<file path="src/rtl/div_issue_ctrl.sv">
// ---------------------------------------------------------------------------
// div_issue_ctrl
//
// EX-stage controller sitting between the ID/EX register and an iterative
// radix-2 divider. It captures the operands of a DIV/DIVU instruction, runs
// the divider start/annul handshake, stalls the pipeline while the division
// is in flight and commits the result into the HI/LO registers. It also owns
// HI/LO, so MTHI/MTLO writes land here and MFHI/MFLO read hi_o/lo_o directly.
//
// Ports
//   clk, resetn      : clock, synchronous active-low reset
//   req_valid        : DIV/DIVU present in EX this cycle
//   req_signed       : 1 = DIV, 0 = DIVU
//   req_op1/req_op2  : dividend / divisor
//   flush            : flush of EX and younger stages
//   hi_we/lo_we      : MTHI / MTLO write strobes, data on hilo_wdata
//   stall_o          : hold EX and earlier stages
//   busy_o           : controller is not idle
//   div_opdata1_o/2_o: latched dividend / divisor to the divider
//   div_signed_o     : latched signed select to the divider
//   div_start_o      : divider start (held while the division runs)
//   div_annul_o      : divider cancel
//   div_result_i     : divider result, [63:32] remainder, [31:0] quotient
//   div_ready_i      : divider result valid
//   hi_o/lo_o        : HI and LO architectural registers
// ---------------------------------------------------------------------------
module div_issue_ctrl #(
  parameter int unsigned DRAIN_CYCLES = 2
) (
  input  logic        clk,
  input  logic        resetn,
  input  logic        req_valid,
  input  logic        req_signed,
  input  logic [31:0] req_op1,
  input  logic [31:0] req_op2,
  input  logic        flush,
  input  logic        hi_we,
  input  logic        lo_we,
  input  logic [31:0] hilo_wdata,
  output logic        stall_o,
  output logic        busy_o,
  output logic [31:0] div_opdata1_o,
  output logic [31:0] div_opdata2_o,
  output logic        div_signed_o,
  output logic        div_start_o,
  output logic        div_annul_o,
  input  logic [63:0] div_result_i,
  input  logic        div_ready_i,
  output logic [31:0] hi_o,
  output logic [31:0] lo_o
);

  // A zero drain length is treated as a single drain cycle so the divider
  // always sees at least one annul cycle after a flush.
  localparam int unsigned DRAIN_LOAD = (DRAIN_CYCLES > 0) ? DRAIN_CYCLES - 1 : 0;
  localparam int unsigned CNT_W      = (DRAIN_LOAD > 0) ? $clog2(DRAIN_LOAD + 1) : 1;

  typedef enum logic [1:0] {
    ST_IDLE  = 2'd0,
    ST_BUSY  = 2'd1,
    ST_DRAIN = 2'd2
  } state_t;

  state_t             state_q;
  logic [CNT_W-1:0]   drain_cnt_q;
  logic [31:0]        op1_q;
  logic [31:0]        op2_q;
  logic               signed_q;
  logic [31:0]        hi_q;
  logic [31:0]        lo_q;
  logic [31:0]        hi_d;
  logic [31:0]        lo_d;

  logic               is_idle;
  logic               is_busy;
  logic               is_drain;
  logic               accept;
  logic               commit;

  assign is_idle  = (state_q == ST_IDLE);
  assign is_busy  = (state_q == ST_BUSY);
  assign is_drain = (state_q == ST_DRAIN);

  // A request is only taken from IDLE; a same-cycle flush kills it.
  assign accept = is_idle && req_valid && !flush;

  // The result is only architecturally committed when the DIV itself is not
  // being flushed in the same cycle.
  assign commit = is_busy && div_ready_i && !flush;

  // HI/LO next value: a divider commit wins over same-cycle MTHI/MTLO.
  always_comb begin
    hi_d = hi_q;
    lo_d = lo_q;
    if (commit) begin
      hi_d = div_result_i[63:32];
      lo_d = div_result_i[31:0];
    end else begin
      if (hi_we) begin
        hi_d = hilo_wdata;
      end
      if (lo_we) begin
        lo_d = hilo_wdata;
      end
    end
  end

  // Controller FSM together with its operand and HI/LO registers.
  always_ff @(posedge clk) begin
    if (!resetn) begin
      state_q     <= ST_IDLE;
      drain_cnt_q <= '0;
      op1_q       <= '0;
      op2_q       <= '0;
      signed_q    <= 1'b0;
      hi_q        <= '0;
      lo_q        <= '0;
    end else begin
      hi_q <= hi_d;
      lo_q <= lo_d;

      case (state_q)
        ST_IDLE: begin
          if (accept) begin
            state_q  <= ST_BUSY;
            op1_q    <= req_op1;
            op2_q    <= req_op2;
            signed_q <= req_signed;
          end
        end

        ST_BUSY: begin
          // Flush takes priority over a same-cycle ready: the result is
          // dropped and the divider is annulled for the drain window.
          if (flush) begin
            state_q     <= ST_DRAIN;
            drain_cnt_q <= CNT_W'(DRAIN_LOAD);
          end else if (div_ready_i) begin
            state_q <= ST_IDLE;
          end
        end

        ST_DRAIN: begin
          if (drain_cnt_q == '0) begin
            state_q <= ST_IDLE;
          end else begin
            drain_cnt_q <= drain_cnt_q - CNT_W'(1);
          end
        end

        default: begin
          state_q <= ST_IDLE;
        end
      endcase
    end
  end

  // Start drops in the ready cycle so the divider leaves its end state on
  // the commit edge instead of relaunching.
  assign div_start_o = is_busy && !div_ready_i && !flush;
  assign div_annul_o = (flush && is_busy) || is_drain;

  // In the commit cycle the stall is released so the DIV retires on the same
  // edge that HI/LO update.
  assign stall_o = (is_idle && req_valid && !flush) ||
                   (is_busy && !div_ready_i && !flush) ||
                   is_drain;

  assign busy_o        = !is_idle;
  assign div_opdata1_o = op1_q;
  assign div_opdata2_o = op2_q;
  assign div_signed_o  = signed_q;
  assign hi_o          = hi_q;
  assign lo_o          = lo_q;

endmodule

</file>
<file path="config.mk">
export PLATFORM = sky130hd
export DESIGN_NAME = div_issue_ctrl
export DESIGN_NICKNAME = d
export VERILOG_FILES = /design/src/rtl/div_issue_ctrl.sv
export SDC_FILE = /design/constraint.sdc
export NUM_CORES = 1
export LEC_CHECK = 0
export ABC_CLOCK_PERIOD_IN_PS = 1500
export CAP_MARGIN = 15
export CORE_UTILIZATION = 24
export DETAILED_ROUTE_END_ITERATION = 8
export PLACE_DENSITY = 0.53
export REMOVE_ABC_BUFFERS = 1
export SYNTH_ARGS = -nofsm -noshare
export SYNTH_HDL_FRONTEND = slang
export SYNTH_SLANG_ARGS = --single-unit
</file>
<file path="constraint.sdc">
create_clock -name clk -period 1.5 [get_ports clk]
set_clock_uncertainty 0.1 [all_clocks]
set_input_delay 0.225 -clock clk [delete_from_list [all_inputs] [get_ports clk]]
set_output_delay 0.225 -clock clk [all_outputs]
set_load 0.005 [all_outputs]
</file>
==> results of run 1 <==
-- area by class of cell --
cell class	count	area [µm²]	share of cell area [%]
well taps	285	357	3.62
multi-input cells	402	2660	27.0
clock inverters	13	149	1.51
clock buffers	19	443	4.50
diodes	1	2.50	0.0254
flip-flops and latches	132	2660	27.0
inverters	1	3.75	0.0381
repair buffers	357	3580	36.3
-- cells in the mapped netlist --
master	count
nand2_1	197
dfxtp_1	132
mux2i_1	64
o211a_1	64
a21boi_1	50
buf_2	19
clkbuf_1	19
a21boi_0	16
buf_6	6
buf_4	4
buf_1	2
and2_1	1
inv_1	1
nand2b_1	1
nand3b_1	1
nand4bb_1	1
nor2_1	1
nor2b_1	1
nor4b_1	1
nor4b_2	1
o21ai_0	1
or2_2	1
or4b_1	1
-- report_power, final --
part,internal (W),switching [W]
registers,0.00371,0.0000963
clock network,0.00252,0.00173
logic,0.000964,0.000579
-- registers in the layout, summed over array words and instances, names as in the netlist --
name / count
hi_o: 32
drain_cnt_q: 1
lo_o: 32
div_opdata1_o: 32
div_signed_o: 1
div_opdata2_o: 32
state_q: 2
-- how the worst max path moves through the flow --
stage | slack [ns] | to | startpoint
floorplan | -2.82 | hi_o[0]$_SDFFE_PN0P_ | state_q[0]$_SDFFE_PN0P_
global placement | -0.62 | div_opdata1_o[0]$_SDFFE_PN0P_ | flush
detailed placement | -0.61 | div_opdata1_o[0]$_SDFFE_PN0P_ | flush
CTS | -0.24 | stall_o | state_q[1]$_SDFFE_PN0P_
global route | -0.34 | state_q[1]$_SDFFE_PN0P_ | state_q[1]$_SDFFE_PN0P_
finish | -0.24 | state_q[1]$_SDFFE_PN0P_ | state_q[1]$_SDFFE_PN0P_
-- per-stage QoR --
stage                     hold slack [ns]  util [%]  TNS (ns)  area, µm²
final                               0.120      43.7    -18.40       9850
after global placement              0.339      40.0    -57.51       9030
after CTS                           0.106      42.5    -15.20       9600
after global routing                0.122      43.6    -26.39       9850
after floorplan                     0.247         -   -315.24       5250
after detailed placement            0.344      40.0    -58.17       9030
-- kinds of logic (layout without fill, tap and decap cells) --
family | count (synthesis) | count (layout)
buf+inv | 51 | 390
other cells | 0 | 1
mux | 64 | 64
simple gates | 207 | 207
flops | 132 | 132
compound gates | 131 | 131
-- routing by layer --
layer / track usage (%) / wire length, µm / vias to the layer above
met3: 7.24 / 1870 / 9
met2: 25.6 / 9020 / 228
li1: - / - / 2672
met5: 0 / 0 / -
met1: 18.8 / 8560 / 2422
met4: 3.71 / 119 / 0
-- repair_timing --
| item | CTS | global route |
|---|---|---|
| gates cloned | 0 | 9 |
| resized for setup | 175 | 8 |
| pin swaps | 7 | 1 |
| setup buffers | 16 | 3 |
| setup endpoints to repair | 198 | 135 |
| hold endpoints to repair | 0 | 0 |
==> key figures, run 1 <==
Outcome
  • Run status: finished, violations left
  • Failing checks: negative setup slack

Power
  • Power per Cell Area: 975 nW/µm²
  • Peak VDD IR: 0.574 mV
  • Power consumption: 0.00960 W
  • Leak Pwr: 5.08 nW

Logic synthesis
  • Post-synthesis mux area share: 11.6%
  • Top post-synthesis cells by area: dfxtp_1 48%, nand2_1 13%, mux2i_1 12%
  • Post-synthesis simple-gate area fraction: 14.9%
  • Synth unique cells: 23
  • Yosys top cell area share: 47.9%
  • Synth Register Bits: 132
  • Synth Area in Adders: 0%
  • Register area share after synthesis: 47.9%
  • Cell Area, Synth: 5520 µm²
  • Compound-cell area share of the yosys netlist: 20.7%
  • Largest family of logic cells by synthesized area: compound AO/OA/AOI/OAI gates
  • Yosys warning total: 0
  • Post-synth top area cell: dfxtp_1
  • Gate Count Post-Synth: 585
  • Synth Area per Inst: 9.44 µm²
  • Post-synthesis xor/xnor area fraction: 0%

Floorplanning
  • Initial Util: 24.5%
  • Die width: 154 µm
  • Rows: 55
  • Core box area: 22600 µm²
  • Die area: 23600 µm²
  • DIE HEIGHT: 154 µm
  • I/O pin cnt: 301

Route
  • 1st-pass router iterations: 4
  • DRT antenna net count: 0
  • Initial detailed-routing violation count: 210
  • DRC Markers: 0
  • Routed vias: 5331
  • Routed WL per cell: 16.2 µm
  • Post-Route WL: 19600 µm
  • Vias per inst: 4.41

CTS
  • CTS tree: yes
  • Root buf cell: clkbuf_16
  • Post-CTS Hold Buffers: 0
  • TritonCTS buffer count: 17
  • Clock-pin slew on the worst setup and hold paths: 0.06 ns
  • H-tree depth: 4
  • Worst-skew pair later-pin latency: 0.41 ns
  • Clk sinks: 132
  • Clock Path Buffers: 2

Placement
  • Placed Cells: 1154
  • Dpl hpwl: 13100 µm
  • Routability Congestion: 0.723
  • I/O Buffers: 300
  • Placement Setup Slack: -0.614 ns

STA
  • Final setup fails: 136
  • Tmin final: 1.74 ns
  • FMAX: 573 MHz
  • Worst Tran Pin Value: 0.310 ns
  • Slew margin rel.: 79.3%
  • Final WS setup: -0.245 ns
  • Hold Violations, Final: 0
  • RSZ-0062 raised after global routing: true
  • Slew Viols, Final: 0
  • Period utilization: 116%

Worst setup path
  • Buf/Inv on CP: 7
  • Crit path arrival time: 2.00 ns
  • RR Startpoint: state_q[1]$_SDFFE_PN0P_
  • CP Data Required Time: 1.75 ns
  • Worst path cell trace: buf_4 -> nand3b_1 -> buf_4 -> buf_4 -> buf_4 -> buf_4 -> buf_4 -> buf_4 -> o21ai_2 -> and2_1
  • Slowest stage delay, CP: 0.36 ns
  • Slowest CP cell: dfxtp_4
  • CP Max Fanout: 4
  • CP delay by family, top: buffers and inverters
  • Worst reg2reg endpoint: state_q[1]$_SDFFE_PN0P_
  • Reg-to-reg setup timing slack: -0.24 ns
  • Worst Setup Start Kind: register
  • Reg2reg path depth: 10
  • CP endpoint kind: register
  • Worst Setup Path Type: register to register
  • Instance count on the critical path: 10
  • CP dominant cell by count: buf_4

GRT
  • Largest net degree at the start of global routing: 66
  • Initial antenna violation count: 0
  • First-pass GRT wire length: 28900 µm
  • GRT Util Overall: 15.7%
  • Grt ovf: 0
  • Number of global-route vias before repair: 5132

Hold path
  • Hold path start: resetn
  • Min-Delay Endpoint: hi_o[13]$_SDFFE_PN0P_
  • Worst hold path class: input port to register
  • Hold depth: 2

Layout
  • Post-layout nets: 1079
  • Non-filler cells, final: 1210
  • Share of post-route cells with drive strength above 1: 12.7%
  • Layout area overhead: 78.5%
  • Commonest cells after routing, fill and taps aside: 195 x nand2_1, 163 x clkdlybuf4s50_1, 130 x dlygate4sd2_1
  • Commonest non-fill, non-tap cell in the layout: nand2_1
  • Fill cells: 2264

Run
  • Maximum Capacitance Violations: 0
Note: power is estimated with default switching activity, not from simulation.
==> inputs of run 2 (changes only) <==
--- a/config.mk
+++ b/config.mk
@@ -5,11 +5,11 @@
 export SDC_FILE = /design/constraint.sdc
 export NUM_CORES = 1
 export LEC_CHECK = 0
-export ABC_CLOCK_PERIOD_IN_PS = 1500
+export ABC_CLOCK_PERIOD_IN_PS = 2300
 export CAP_MARGIN = 15
 export CORE_UTILIZATION = 24
 export DETAILED_ROUTE_END_ITERATION = 8
-export PLACE_DENSITY = 0.53
+export PLACE_DENSITY = 0.51
 export REMOVE_ABC_BUFFERS = 1
 export SYNTH_ARGS = -nofsm -noshare
 export SYNTH_HDL_FRONTEND = slang
==> constraint.sdc (replaced) <==
create_clock -name clk -period 2.3 [get_ports clk]
set_clock_uncertainty 0.1 [all_clocks]
set_input_delay 0.345 -clock clk [delete_from_list [all_inputs] [get_ports clk]]
set_output_delay 0.345 -clock clk [all_outputs]
set_load 0.005 [all_outputs]
==> run 2 against run 1 <==
Against the previous run:
- the flow now finishes without violations
- routed wire length down 7.7%
- worst setup slack better by 0.33 ns
- combinational power down 33%
- die area unchanged
- non-clock buffer count down 39
- sequential power down 35%
- highest routed layer unchanged
==> key figures, run 2 (same netlist as run 1, synthesis figures left out) <==
Power
  • Internal power: 0.00494 W (-31%)
  • Clock share of power: 45.2% (+0.9 points)
  • Peak VDD IR: 0.393 mV (-32%)
  • Sequential power share: 38.7% (-1.0 points)
  • Switching share of power: 23.1% (-1.9 points)
  • Switching power: 0.00148 W (-38%)
  • Leak Pwr: 4.29 nW (-15%)
  • Power per Cell Area: 674 nW/µm² (-31%)
  • Combinational share of power: 16.1% (about the same)

Floorplanning
  • I/O pin cnt: 301 (unchanged)
  • DIE HEIGHT: 154 µm (unchanged)
  • Core box area: 22600 µm² (unchanged)
  • Die width: 154 µm (unchanged)
  • Initial Util: 24.5% (unchanged)
  • Die area: 23600 µm² (unchanged)
  • Rows: 55 (unchanged)

STA
  • Slew margin rel.: 60.0% (-19 points)
  • Worst Tran Pin Value: 0.600 ns (+0.290 ns)
  • FMAX: 450 MHz
  • Hold Violations, Final: 0 (unchanged)
  • Hold Worst Slack: 0.350 ns (+0.230 ns)
  • Period utilization: 96.5%
  • RSZ-0062 raised after global routing: false
  • Slew Viols, Final: 0 (unchanged)
  • Tmin final: 2.22 ns
  • Setup TNS: 0 ns (+18.40 ns)
  • Final setup fails: 0 (-100%)

Placement
  • Dpl hpwl: 12400 µm (-5.5%)
  • I/O Buffers: 300 (unchanged)
  • Routability Congestion: 0.698 (-3.4%)

Hold path
  • Worst hold path class: register to register
  • Min-Delay Endpoint: div_opdata1_o[16]$_SDFFE_PN0P_
  • Hold path start: div_opdata1_o[16]$_SDFFE_PN0P_
  • Hold depth: 2 (unchanged)

CTS
  • Clk sinks: 132 (unchanged)
  • Post-CTS Hold Buffers: 0 (unchanged)
  • Root buf cell: clkbuf_16
  • H-tree depth: 4 (unchanged)
  • Clock-pin slew on the worst setup and hold paths: 0.06 ns (about the same)
  • Worst-skew pair later-pin latency: 0.40 ns (about the same)
  • CTS tree: yes
  • TritonCTS buffer count: 17 (unchanged)
  • Post-CTS setup repair buffer count: 0 (-16)
  • Clock Path Buffers: 2 (unchanged)
  • PostCTS Resize Cnt: 2 (-99%)

Route
  • Routed WL per cell: 15.5 µm (-4.4%)
  • DRT antenna net count: 0 (unchanged)
  • 1st-pass router iterations: 4 (unchanged)
  • Initial detailed-routing violation count: 171 (-19%)
  • Vias per inst: 4.34 (-1.4%)
  • DRC Markers: 0 (unchanged)
  • Routed vias: 5079 (-4.7%)
  • Post-Route WL: 18100 µm (-7.7%)

GRT
  • GRT Util Overall: 15.4% (-0.29 points)
  • Initial antenna violation count: 1 (+1)
  • Number of global-route vias before repair: 5071 (-1.2%)
  • First-pass GRT wire length: 28400 µm (-1.9%)
  • Largest net degree at the start of global routing: 133 (+100%)
  • Grt ovf: 0 (unchanged)

Outcome
  • Run status: finished clean

Layout
  • Post-layout nets: 1040 (-3.6%)
  • Inserted Diodes: 0 (-1)
  • Share of post-route cells with drive strength above 1: 6.33% (-6.3 points)
  • Layout area overhead: 72.5%
  • Fill cells: 2279 (+0.66%)
  • Commonest cells after routing, fill and taps aside: 296 x clkdlybuf4s50_1, 197 x nand2_1, 132 x dfxtp_1
  • Commonest non-fill, non-tap cell in the layout: clkdlybuf4s50_1

Run
  • Maximum Capacitance Violations: 0 (unchanged)

Worst setup path
  • Worst reg2reg endpoint: div_opdata2_o[29]$_SDFFE_PN0P_
  • Worst Setup Start Kind: register
  • CP Data Required Time: 1.86 ns (+0.11 ns)
  • CP Max Fanout: 7 (+3)
  • Reg2reg path depth: 5 (-5)
  • Crit path arrival time: 1.77 ns (-0.23 ns)
  • CP endpoint kind: output pin
  • RR Startpoint: state_q[0]$_SDFFE_PN0P_
  • Worst Setup Path Type: register to output pin
  • Reg-to-reg setup timing slack: 0.48 ns (+0.72 ns)
## run 2: cell count changes in the layout (fill, tap and decap cells not counted), moves of 2 or more
cell             change
clkbuf_16            -7
dfxtp_1             +13
dlygate4sd2_1      -129
nand2_1              +2
clkdlybuf4s50_1    +133
buf_16               -2
inv_6                -3
dfxtp_2             -11
buf_6               -13
dfxtp_4              -2
buf_4               -20
bufinv_16            +2
nand2_2              -2
buf_2                -2
## run 2: how the worst max path moves through the flow
stage / startpoint / end / slack (ns)
floorplan: state_q[0]$_SDFFE_PN0P_ / hi_o[0]$_SDFFE_PN0P_ / -2.02
global placement: flush / stall_o / 0.03
detailed placement: flush / stall_o / -0.007
CTS: state_q[1]$_SDFFE_PN0P_ / div_start_o / 0.03
global route: state_q[1]$_SDFFE_PN0P_ / div_start_o / 0.005
finish: state_q[1]$_SDFFE_PN0P_ / div_start_o / 0.08
## run 2: layout make-up
type / instances / area [µm²] / area share [%]
sequential: 132 / 2640 / 27.8
tap: 285 / 357 / 3.75
inverter: 1 / 3.75 / 0.0394
clock buffer: 19 / 443 / 4.65
clock inverter: 12 / 180 / 1.89
timing repair buffer: 318 / 3260 / 34.3
multi-input combinational: 402 / 2630 / 27.7
## run 2: stage by stage
stage	power [W]	util [%]	std cells	setup WS [ns]	area, µm²
after global placement	0.00358	39.4	1138	0.0256	8890
final	0.00642	42.2	1169	0.0802	9520
after detailed placement	0.00358	39.4	1138	-0.00664	8890
after floorplan	0.00285	-	535	-2.02	5250
after CTS	0.00654	42.2	1169	0.0320	9520
after global routing	0.00675	42.2	1169	0.00538	9520
## run 2: critical path, cell delays in order (launching register included)
cell and delay (ns):
dfxtp_1 0.39, nor4b_2 0.34, buf_4 0.15, clkdlybuf4s50_1 0.48
## run 2: per-layer routing
layer | vias up | track usage [%] | share of wire [%]
met5 | - | 0 | 0
met4 | 0 | 5.76 | 1.4
met3 | 15 | 7.16 | 11
met2 | 214 | 23.6 | 44
met1 | 2275 | 18.9 | 44
li1 | 2575 | - | -
## run 2: power groups by stage
stage	combinational (W)	clock [W]	sequential, W
global placement	0.00105	0	0.00253
detailed placement	0.00104	0	0.00254
global route	0.00112	0.00313	0.00250
floorplan	0.000299	0	0.00255
finish	0.00103	0.00290	0.00249
CTS	0.00105	0.00301	0.00249
